`src/rtl/pixel_block_encoder_pkg.sv`:
```
// Shared types for the pixel block encoder: FSM state encoding and the
// residual bit-width helper used when building the block header.
package pixel_block_encoder_pkg;

  typedef enum logic [1:0] {
    ACCUM,
    HEADER,
    RESID
  } encoder_state_e;

  // Number of bits needed to represent span: 0 for 0, else floor(log2)+1.
  function automatic int unsigned bits_needed(input int unsigned span);
    int unsigned n;
    n = 0;
    for (int i = 0; i < 32; i++) begin
      if (span[i]) n = 32'(i + 1);
    end
    return n;
  endfunction

endpackage

```
`src/rtl/pixel_block_encoder_channel_minmax.sv`:
```
// Running minimum/maximum tracker for one pixel channel; load restarts the
// range at the first pixel of a block, update folds in later pixels.
module channel_minmax #(
  parameter int CH_W = 8
) (
  input  logic            clk,
  input  logic            rst_n,
  input  logic            load_i,
  input  logic            update_i,
  input  logic [CH_W-1:0] value_i,
  output logic [CH_W-1:0] min_o,
  output logic [CH_W-1:0] max_o
);

  logic [CH_W-1:0] min_q, min_d;
  logic [CH_W-1:0] max_q, max_d;

  always_comb begin
    min_d = min_q;
    max_d = max_q;
    if (load_i) begin
      min_d = value_i;
      max_d = value_i;
    end else if (update_i) begin
      if (value_i < min_q) min_d = value_i;
      if (value_i > max_q) max_d = value_i;
    end
  end

  always_ff @(posedge clk or negedge rst_n) begin
    if (!rst_n) begin
      min_q <= '0;
      max_q <= '0;
    end else begin
      min_q <= min_d;
      max_q <= max_d;
    end
  end

  assign min_o = min_q;
  assign max_o = max_q;

endmodule

```
`src/rtl/pixel_block_encoder.sv`:
```
// Block encoder: buffers up to NUM_PIXELS pixels, emits a header of per-channel
// minimums and residual bit widths, then one min-relative residual per pixel.
module pixel_block_encoder
  import pixel_block_encoder_pkg::*;
#(
  parameter int  NUM_PIXELS = 32,
  parameter int  NUM_CH     = 4,
  parameter int  CH_W       = 8,
  localparam int BW         = $clog2(CH_W + 1),
  localparam int CW         = $clog2(NUM_PIXELS + 1)
) (
  input  logic                   clk,
  input  logic                   rst_n,
  input  logic                   in_valid,
  output logic                   in_ready,
  input  logic [NUM_CH*CH_W-1:0] in_pixel,
  input  logic                   in_last,
  output logic                   out_valid,
  input  logic                   out_ready,
  output logic                   out_is_header,
  output logic [NUM_CH*CH_W-1:0] out_data,
  output logic [NUM_CH*BW-1:0]   out_bits,
  output logic [CW-1:0]          out_count,
  output logic                   out_last
);

  localparam int PW = NUM_CH * CH_W;
  localparam int AW = $clog2(NUM_PIXELS);
  localparam logic [CW-1:0] LAST_CNT = CW'(NUM_PIXELS - 1);

  encoder_state_e state_q, state_d;
  logic [CW-1:0]  count_q, count_d;
  logic [AW-1:0]  rd_idx_q, rd_idx_d;
  logic [PW-1:0]  pix_buf_q [NUM_PIXELS];

  logic            accept;
  logic            resid_last;
  logic [PW-1:0]   cur_pix;
  logic [CH_W-1:0] ch_min  [NUM_CH];
  logic [CH_W-1:0] ch_max  [NUM_CH];
  logic [CH_W-1:0] ch_span [NUM_CH];

  assign in_ready   = (state_q == ACCUM);
  assign accept     = in_valid && in_ready;
  assign resid_last = (CW'(rd_idx_q) == count_q - CW'(1));
  assign cur_pix    = pix_buf_q[rd_idx_q];

  for (genvar c = 0; c < NUM_CH; c++) begin : g_ch
    channel_minmax #(
      .CH_W(CH_W)
    ) u_minmax (
      .clk     (clk),
      .rst_n   (rst_n),
      .load_i  (accept && (count_q == '0)),
      .update_i(accept),
      .value_i (in_pixel[c*CH_W +: CH_W]),
      .min_o   (ch_min[c]),
      .max_o   (ch_max[c])
    );
    assign ch_span[c] = ch_max[c] - ch_min[c];
  end

  always_comb begin
    state_d  = state_q;
    count_d  = count_q;
    rd_idx_d = rd_idx_q;
    case (state_q)
      ACCUM: begin
        if (accept) begin
          count_d = count_q + CW'(1);
          if (in_last || (count_q == LAST_CNT)) state_d = HEADER;
        end
      end
      HEADER: begin
        if (out_ready) begin
          state_d  = RESID;
          rd_idx_d = '0;
        end
      end
      RESID: begin
        if (out_ready) begin
          if (resid_last) begin
            state_d  = ACCUM;
            count_d  = '0;
            rd_idx_d = '0;
          end else begin
            rd_idx_d = rd_idx_q + AW'(1);
          end
        end
      end
      default: state_d = ACCUM;
    endcase
  end

  // Output fields derive only from registered state, so they hold while stalled.
  always_comb begin
    out_valid     = 1'b0;
    out_is_header = 1'b0;
    out_data      = '0;
    out_bits      = '0;
    out_count     = '0;
    out_last      = 1'b0;
    case (state_q)
      HEADER: begin
        out_valid     = 1'b1;
        out_is_header = 1'b1;
        out_count     = count_q;
        for (int c = 0; c < NUM_CH; c++) begin
          out_data[c*CH_W +: CH_W] = ch_min[c];
          out_bits[c*BW +: BW]     = BW'(bits_needed(32'(ch_span[c])));
        end
      end
      RESID: begin
        out_valid = 1'b1;
        out_last  = resid_last;
        for (int c = 0; c < NUM_CH; c++) begin
          out_data[c*CH_W +: CH_W] = cur_pix[c*CH_W +: CH_W] - ch_min[c];
        end
      end
      default: ;
    endcase
  end

  always_ff @(posedge clk or negedge rst_n) begin
    if (!rst_n) begin
      state_q  <= ACCUM;
      count_q  <= '0;
      rd_idx_q <= '0;
    end else begin
      state_q  <= state_d;
      count_q  <= count_d;
      rd_idx_q <= rd_idx_d;
    end
  end

  always_ff @(posedge clk) begin
    if (accept) pix_buf_q[count_q[AW-1:0]] <= in_pixel;
  end

endmodule

```
`config.mk`:
```
export PLATFORM = sky130hd
export DESIGN_NAME = pixel_block_encoder
export DESIGN_NICKNAME = d
export VERILOG_FILES = /design/src/rtl/pixel_block_encoder_pkg.sv /design/src/rtl/pixel_block_encoder_channel_minmax.sv /design/src/rtl/pixel_block_encoder.sv
export SDC_FILE = /design/constraint.sdc
export NUM_CORES = 1
export LEC_CHECK = 0
export BUFFER_PORTS_ARGS = -buffer_cell sky130_fd_sc_hd__buf_2
export CAP_MARGIN = 40
export CORE_MARGIN = 4
export CORE_UTILIZATION = 38
export DETAILED_ROUTE_END_ITERATION = 8
export PLACE_DENSITY = 0.49
export REMOVE_ABC_BUFFERS = 1
export SLEW_MARGIN = 30
export SYNTH_ARGS = -nofsm -noshare
export SYNTH_HDL_FRONTEND = slang
export SYNTH_SLANG_ARGS = --single-unit
```
`constraint.sdc`:
```
create_clock -name clk -period 15 [get_ports clk]
set_input_delay 3 -clock clk [delete_from_list [all_inputs] [get_ports clk]]
set_output_delay 3 -clock clk [all_outputs]
set_load 0.03 [all_outputs]
```
# ---- Word-level counts from Yosys, hierarchy flattened
# Memory sizes are Yosys's and may differ from the RTL's.
# Index checks and enable logic that the tools add are counted.
dict set report word_totals {
  inputBits 37
  output_inout_bits 58
  elab_cells 146
  n_memories 1
  ff_bits 77
  mem_bits_rw 1024
}
# memory depth width rd rd_clocked_by_memory_dff wr line
set mem_list {}
lappend mem_list {pix_buf_q 32 32 1 0 1 pixel_block_encoder.sv:34} ;# logic [PW-1:0] pix_buf_q [NUM_PIXELS];
dict set report classes {
  order_cmp 8
  n_addsub 11
  reduce_logical 28
  mux 78
  eq_ne 9
}
# op count
set ops {}
lappend ops {{two-way mux 8 bit} 24}
lappend ops {{two-way mux 4 bit} 28}
lappend ops {{case mux 32 bit (2 select lines)} 1}
lappend ops {{subtractor 8 bit} 8}
lappend ops {{greater-than comparator 8 bit} 4}
lappend ops {{less-than comparator 8 bit} 4}
lappend ops {{two-way mux 6 bit} 4}
lappend ops {{nonzero test 2 bit} 11}
lappend ops {{two-way mux 16 bit} 1}
lappend ops {{AND reduction 2 bit} 8}
lappend ops {{two-way mux 5 bit} 3}
lappend ops {{case mux 6 bit (2 select lines)} 1}
lappend ops {{two-way mux 2 bit} 5}
lappend ops {{case mux 5 bit (2 select lines)} 1}
lappend ops {{two-way mux 1 bit} 9}
lappend ops {{adder 6 x 1 -> 6 bit (second input constant)} 1}
lappend ops {{equality test 5 x 6 -> 1 bit} 1}
lappend ops {{equality test 6 x 5 -> 1 bit (second input constant)} 1}
lappend ops {{zero test 6 bit} 1}
lappend ops {{!= test 2 bit (second input constant)} 3}
lappend ops {{case mux 2 bit (3 select lines)} 1}
lappend ops {{subtractor 6 x 1 -> 6 bit (second input constant)} 1}
lappend ops {{adder 5 x 1 -> 5 bit (second input constant)} 1}
lappend ops {{AND reduction 5 bit} 1}
lappend ops {{9 further kinds} 11}

# ---- Logic depth before layout (Yosys ltp)
dict set report depth {
  ltp_word 10
  depth_mapped 17
  mapped_depth_nobuf 13
}

# ---- Cells and area by module
# A second synthesis with hierarchy kept.
dict set report unflattened {
  cells_unflattened 2597
  hier_area_um2 47790.8
}
# mod seq_area_each_um2 n_inst area_per_inst_um2 cells_each
set modules_own_cells {}
lappend modules_own_cells {pixel_block_encoder 31074.8 1 43116.4 2109}
lappend modules_own_cells {channel_minmax 400.4 4 1168.6 122}

# ---- Least setup slack after synthesis
# No wires, ideal clock.
dict set report synth_path {
  path_type {reg2out}
  startpoint {register rd_idx_q[1]}
  endpoint {output port out_data[31]}
  arrival_time_ps 4405
  n_path_buf 4
  stages_incl_launch_ff 16
  setup_slack_ps 7595
  required_time_ps 12000
  cell_sequence {dfrtp_1 > buf_4 > buf_6 > buf_4 > buf_1 > mux4_2 > mux4_2 > mux2_2 > ha_1 > a21o_1 > a31oi_1 > o21ai_0 > o41a_1 > xnor3_1 > nand2_1 > a21boi_0}
}
dict set report synth_between {
  elab_chain_len 3
}
# item line
set synth_rtl {}
lappend synth_rtl {{start: declaration} pixel_block_encoder.sv:33} ;# logic [AW-1:0] rd_idx_q, rd_idx_d;
lappend synth_rtl {{start signal: assignment} pixel_block_encoder.sv:132} ;# rd_idx_q <= rd_idx_d;
lappend synth_rtl {{memory (32 x 32 bit)} n/a}
lappend synth_rtl {{subtractor 8 bit} pixel_block_encoder.sv:117} ;# out_data[c*CH_W +: CH_W] = cur_pix[c*CH_W +: CH_W] - ch_min[c];
lappend synth_rtl {{case mux 32 bit (2 select lines)} pixel_block_encoder.sv:103} ;# case (state_q)
lappend synth_rtl {{end: declaration} pixel_block_encoder.sv:21} ;# output logic [NUM_CH*CH_W-1:0] out_data,
# No other way between the ends.

# ---- Worst setup path after layout
dict set report layout_path {
  startpoint {register rd_idx_q[0]}
  endpoint {output port out_data[31]}
}
# Same word-level chain as after synthesis.

==> impl_metrics.tcl <==
set metrics [dict create \
    whs_ns 0.540 \
    r2r_start "state_q[1]$_DFFE_PN0P_" \
    multi_input_area_um2 13900 \
    met2_usage_pct 32.4 \
    htreeDepth 3 \
    met3_usage_pct 2.72 \
    ys_async_sr_fraction_pct 6.99 \
    wl_mm 131 \
    fillers 10600 \
    worstMarginPinSlew_ns 0.887 \
    setup_viol 0 \
    holdPathStages 1 \
    post-cts-setup-buffers 0 \
    grt_overflow 0 \
    grt_pass1_vias 25500 \
    initial_core_util_pct 38.2 \
    drv_slew 0 \
    regToRegSetupSlack_ns 11.32 \
    num_rows 129 \
    globalRouteMet1Util_pct 29.1 \
    area_growth_pct 14.6 \
    total_power_mw 10.2 \
    syn_area_per_cell_um2 19.1 \
    hold_path_end "g_ch[3].u_minmax.min_o[2]$_DFFE_PN0P_" \
    ff2ff_path_depth 6 \
    synth_flop_cell "edfxtp_1" \
    fin_cells 4388 \
    worstPathArrival_ns 6.61 \
    io_buffers 94 \
    first_iter_violations 2391 \
    first_pass_iters 5 \
    drive_gt1_share_pct 28.4 \
    critical_path_required_ns 12.00 \
    fin_worst_skew_ns 0.0299 \
    fin_crit_ns 9.61 \
    via_count 24700 \
    root_buffer "clkbuf_16" \
    final_nets 2827 \
    ys_seq_area_share_pct 69.3 \
    start_kind "register" \
    ff_latch_area_um2 32700 \
    grt.total_usage_pct 20.1 \
    synth-edff-count 1024 \
    rsz0062_at_grt "false" \
    drv_cap 0 \
    syn_area_um2 47200 \
    ys_ff_latch 1101 \
    cts_buffer_depth 3 \
    die_y_um 360 \
    max-slew-margin-rel_pct 40.9 \
    grt_pass1_wl_mm 188 \
    setup_slack_ns 5.39 \
    die_w_um 360 \
    postCtsHoldBufs 0 \
    post-place-cells 4166 \
    clock-sinks 1101 \
    ant_nets 0 \
    gp_congestion 0.792 \
    gr-max-usage-layer "met2" \
    p_leak_nw 17.8 \
    synth_cell_types 67 \
    path_class "register to output port" \
    utilization_pct 43.8 \
    clock_latency_ns 0.71 \
    drc 0 \
    fin_crit_sh_pct 64.1 \
    io_pins 95 \
    antenna_found_initial 6 \
    worstHoldStart "g_ch[3].u_minmax.min_o[2]$_DFFE_PN0P_" \
    worstReg2RegEnd "pix_buf_q[22][30]$_DFFE_PP_" \
    p_per_area_nw_per_um2 188 \
    critPathMaxFanout 38 \
    peakVddDrop_uv 181 \
    syn_inst 2468 \
    cts_tree "done" \
    cts_buffers 115 \
    dp.final_hpwl_mm 75.5 \
    wl_per_cell_um 29.9 \
    fmax_mhz 104 \
    finalHoldViolations 0 \
    coreArea_um2 123000 \
    die-area_um2 130000 \
    post-place-ws_ns 6.03 \
    end_kind "output port" \
    clkTransAtPathRegs_ns 0.06 \
    status "complete, no violations" \
    synth_warnings 0 \
    grt_max_degree 110 \
    hp-class "register to register" \
    via_per_inst 5.62 \
    cts_resized 0 \
]
[worst max-delay path, cell delays in order, from the launching register on]
cell and delay (ns):
dfrtp_4 0.76, buf_4 0.66, buf_4 0.73, mux4_2 0.58, mux4_2 0.53, mux2_2 0.30
ha_1 0.32, a21o_1 0.18, a31oi_1 0.22, o21ai_0 0.20, o41a_1 0.36, xnor3_1 0.28
nand2_1 0.05, a21boi_0 0.35, buf_2 0.28
[metrics by stage]
| stage | instance area [um^2] | setup TNS, ns |
|---|---|---|
| finish | 54100 | 0 |
| global route | 54000 | 0 |
| CTS | 54000 | 0 |
| detailed placement | 50300 | 0 |
| global placement | 49900 | 0 |
| floorplan | 46700 | -0.966 |
[synthesized netlist by cell type, types with 6 or more instances]
cell type	count	share of area [%]
a21o_1	21	0.33
mux2_4	24	0.76
o21ai_1	6	0.064
nor2_1	101	0.80
or3_1	6	0.080
mux2_2	45	1.1
nand2b_1	9	0.12
nor3_1	13	0.14
nor4_1	7	0.093
and2_1	17	0.23
buf_2	50	0.53
o21a_1	7	0.11
a21boi_0	12	0.19
nor2b_1	43	0.57
mux2i_1	33	0.70
o22ai_1	8	0.11
xor2_1	19	0.35
a31oi_1	9	0.12
fa_1	8	0.34
o21ai_0	55	0.58
o21bai_1	7	0.11
nand2_1	48	0.38
ha_1	132	3.5
edfxtp_1	1024	65
mux4_2	304	15
buf_1	7	0.056
clkbuf_1	39	0.31
inv_1	98	0.78
dfrtp_1	77	4.1
xnor2_1	29	0.54
a22oi_1	27	0.43
a21oi_1	42	0.45
nand3_1	25	0.27
nand4_1	24	0.32
a21oi_2	7	0.13
[layout by cell type (no fill, tap or decap), types with 29 or more instances in the layout]
cell	n
dfrtp_1	72
xnor2_1	29
edfxtp_1	1024
nor2_4	32
nor2b_1	43
ha_1	129
inv_1	97
buf_4	57
clkbuf_16	118
buf_2	93
mux4_2	304
a21oi_1	42
mux2i_1	33
mux2_2	45
o21ai_0	55
nor2_1	69
nand2_1	48
[worst max-delay path by stage]
stage	cells after the start	slack (ns)	startpoint	end
3_5_place_dp	14	6.03	rd_idx_q[0]$_DFFE_PN0P_	out_data[31]
4_1_cts	14	5.23	rd_idx_q[0]$_DFFE_PN0P_	out_data[31]
6_report	14	5.39	rd_idx_q[0]$_DFFE_PN0P_	out_data[31]
5_1_grt	14	4.94	rd_idx_q[0]$_DFFE_PN0P_	out_data[7]
3_3_place_gp	14	6.01	rd_idx_q[0]$_DFFE_PN0P_	out_data[31]
2_1_floorplan	11	-0.64	rd_idx_q[0]$_DFFE_PN0P_	out_data[31]
[layer usage]
metal  share of wire (%)  wire [um]  up-vias
met1                  45      58900    13400
met5                   0          0        -
met4                 1.9       2450        0
li1                    -          -    10400
met3                 5.2       6830      152
met2                  48      63100      688
[registers in the layout, summed over array words and instances, names as in the netlist]
register and count:
g_ch.u_minmax.min_o 32, rd_idx_q 5, count_q 6, state_q 2, g_ch.u_minmax.max_o 32, pix_buf_q 1024
[layout make-up]
type / instances / share of cell area, %
clock buffer: 144 / 5.74
sequential: 1101 / 60.5
timing repair buffer: 172 / 2.58
antenna: 4 / 0.0185
multi-input combinational: 1162 / 25.7
inverter: 98 / 0.681
clock inverter: 70 / 1.03
tap: 1637 / 3.79
[power by group]
part | internal [mW] | switching [mW]
combinational | 1.63 | 2.07
clock | 1.58 | 1.20
sequential | 3.54 | 0.165
total | 6.75 | 3.43
[kinds of logic (layout without fill, tap and decap cells)]
logic type,after synthesis,in the layout,share of synthesized area (%)
adders and majority gates,140,140,3.84
xor gates and xnor gates,49,49,0.939
muxes,406,406,17.1
buffers and inverters,205,484,1.89
other,0,4,0
DFF,1101,1101,69.3
and+or+nand+nor,318,318,3.41
AOI/OAI and AO/OA,249,249,3.61
No activity file was read; power rests on OpenSTA's default activity.
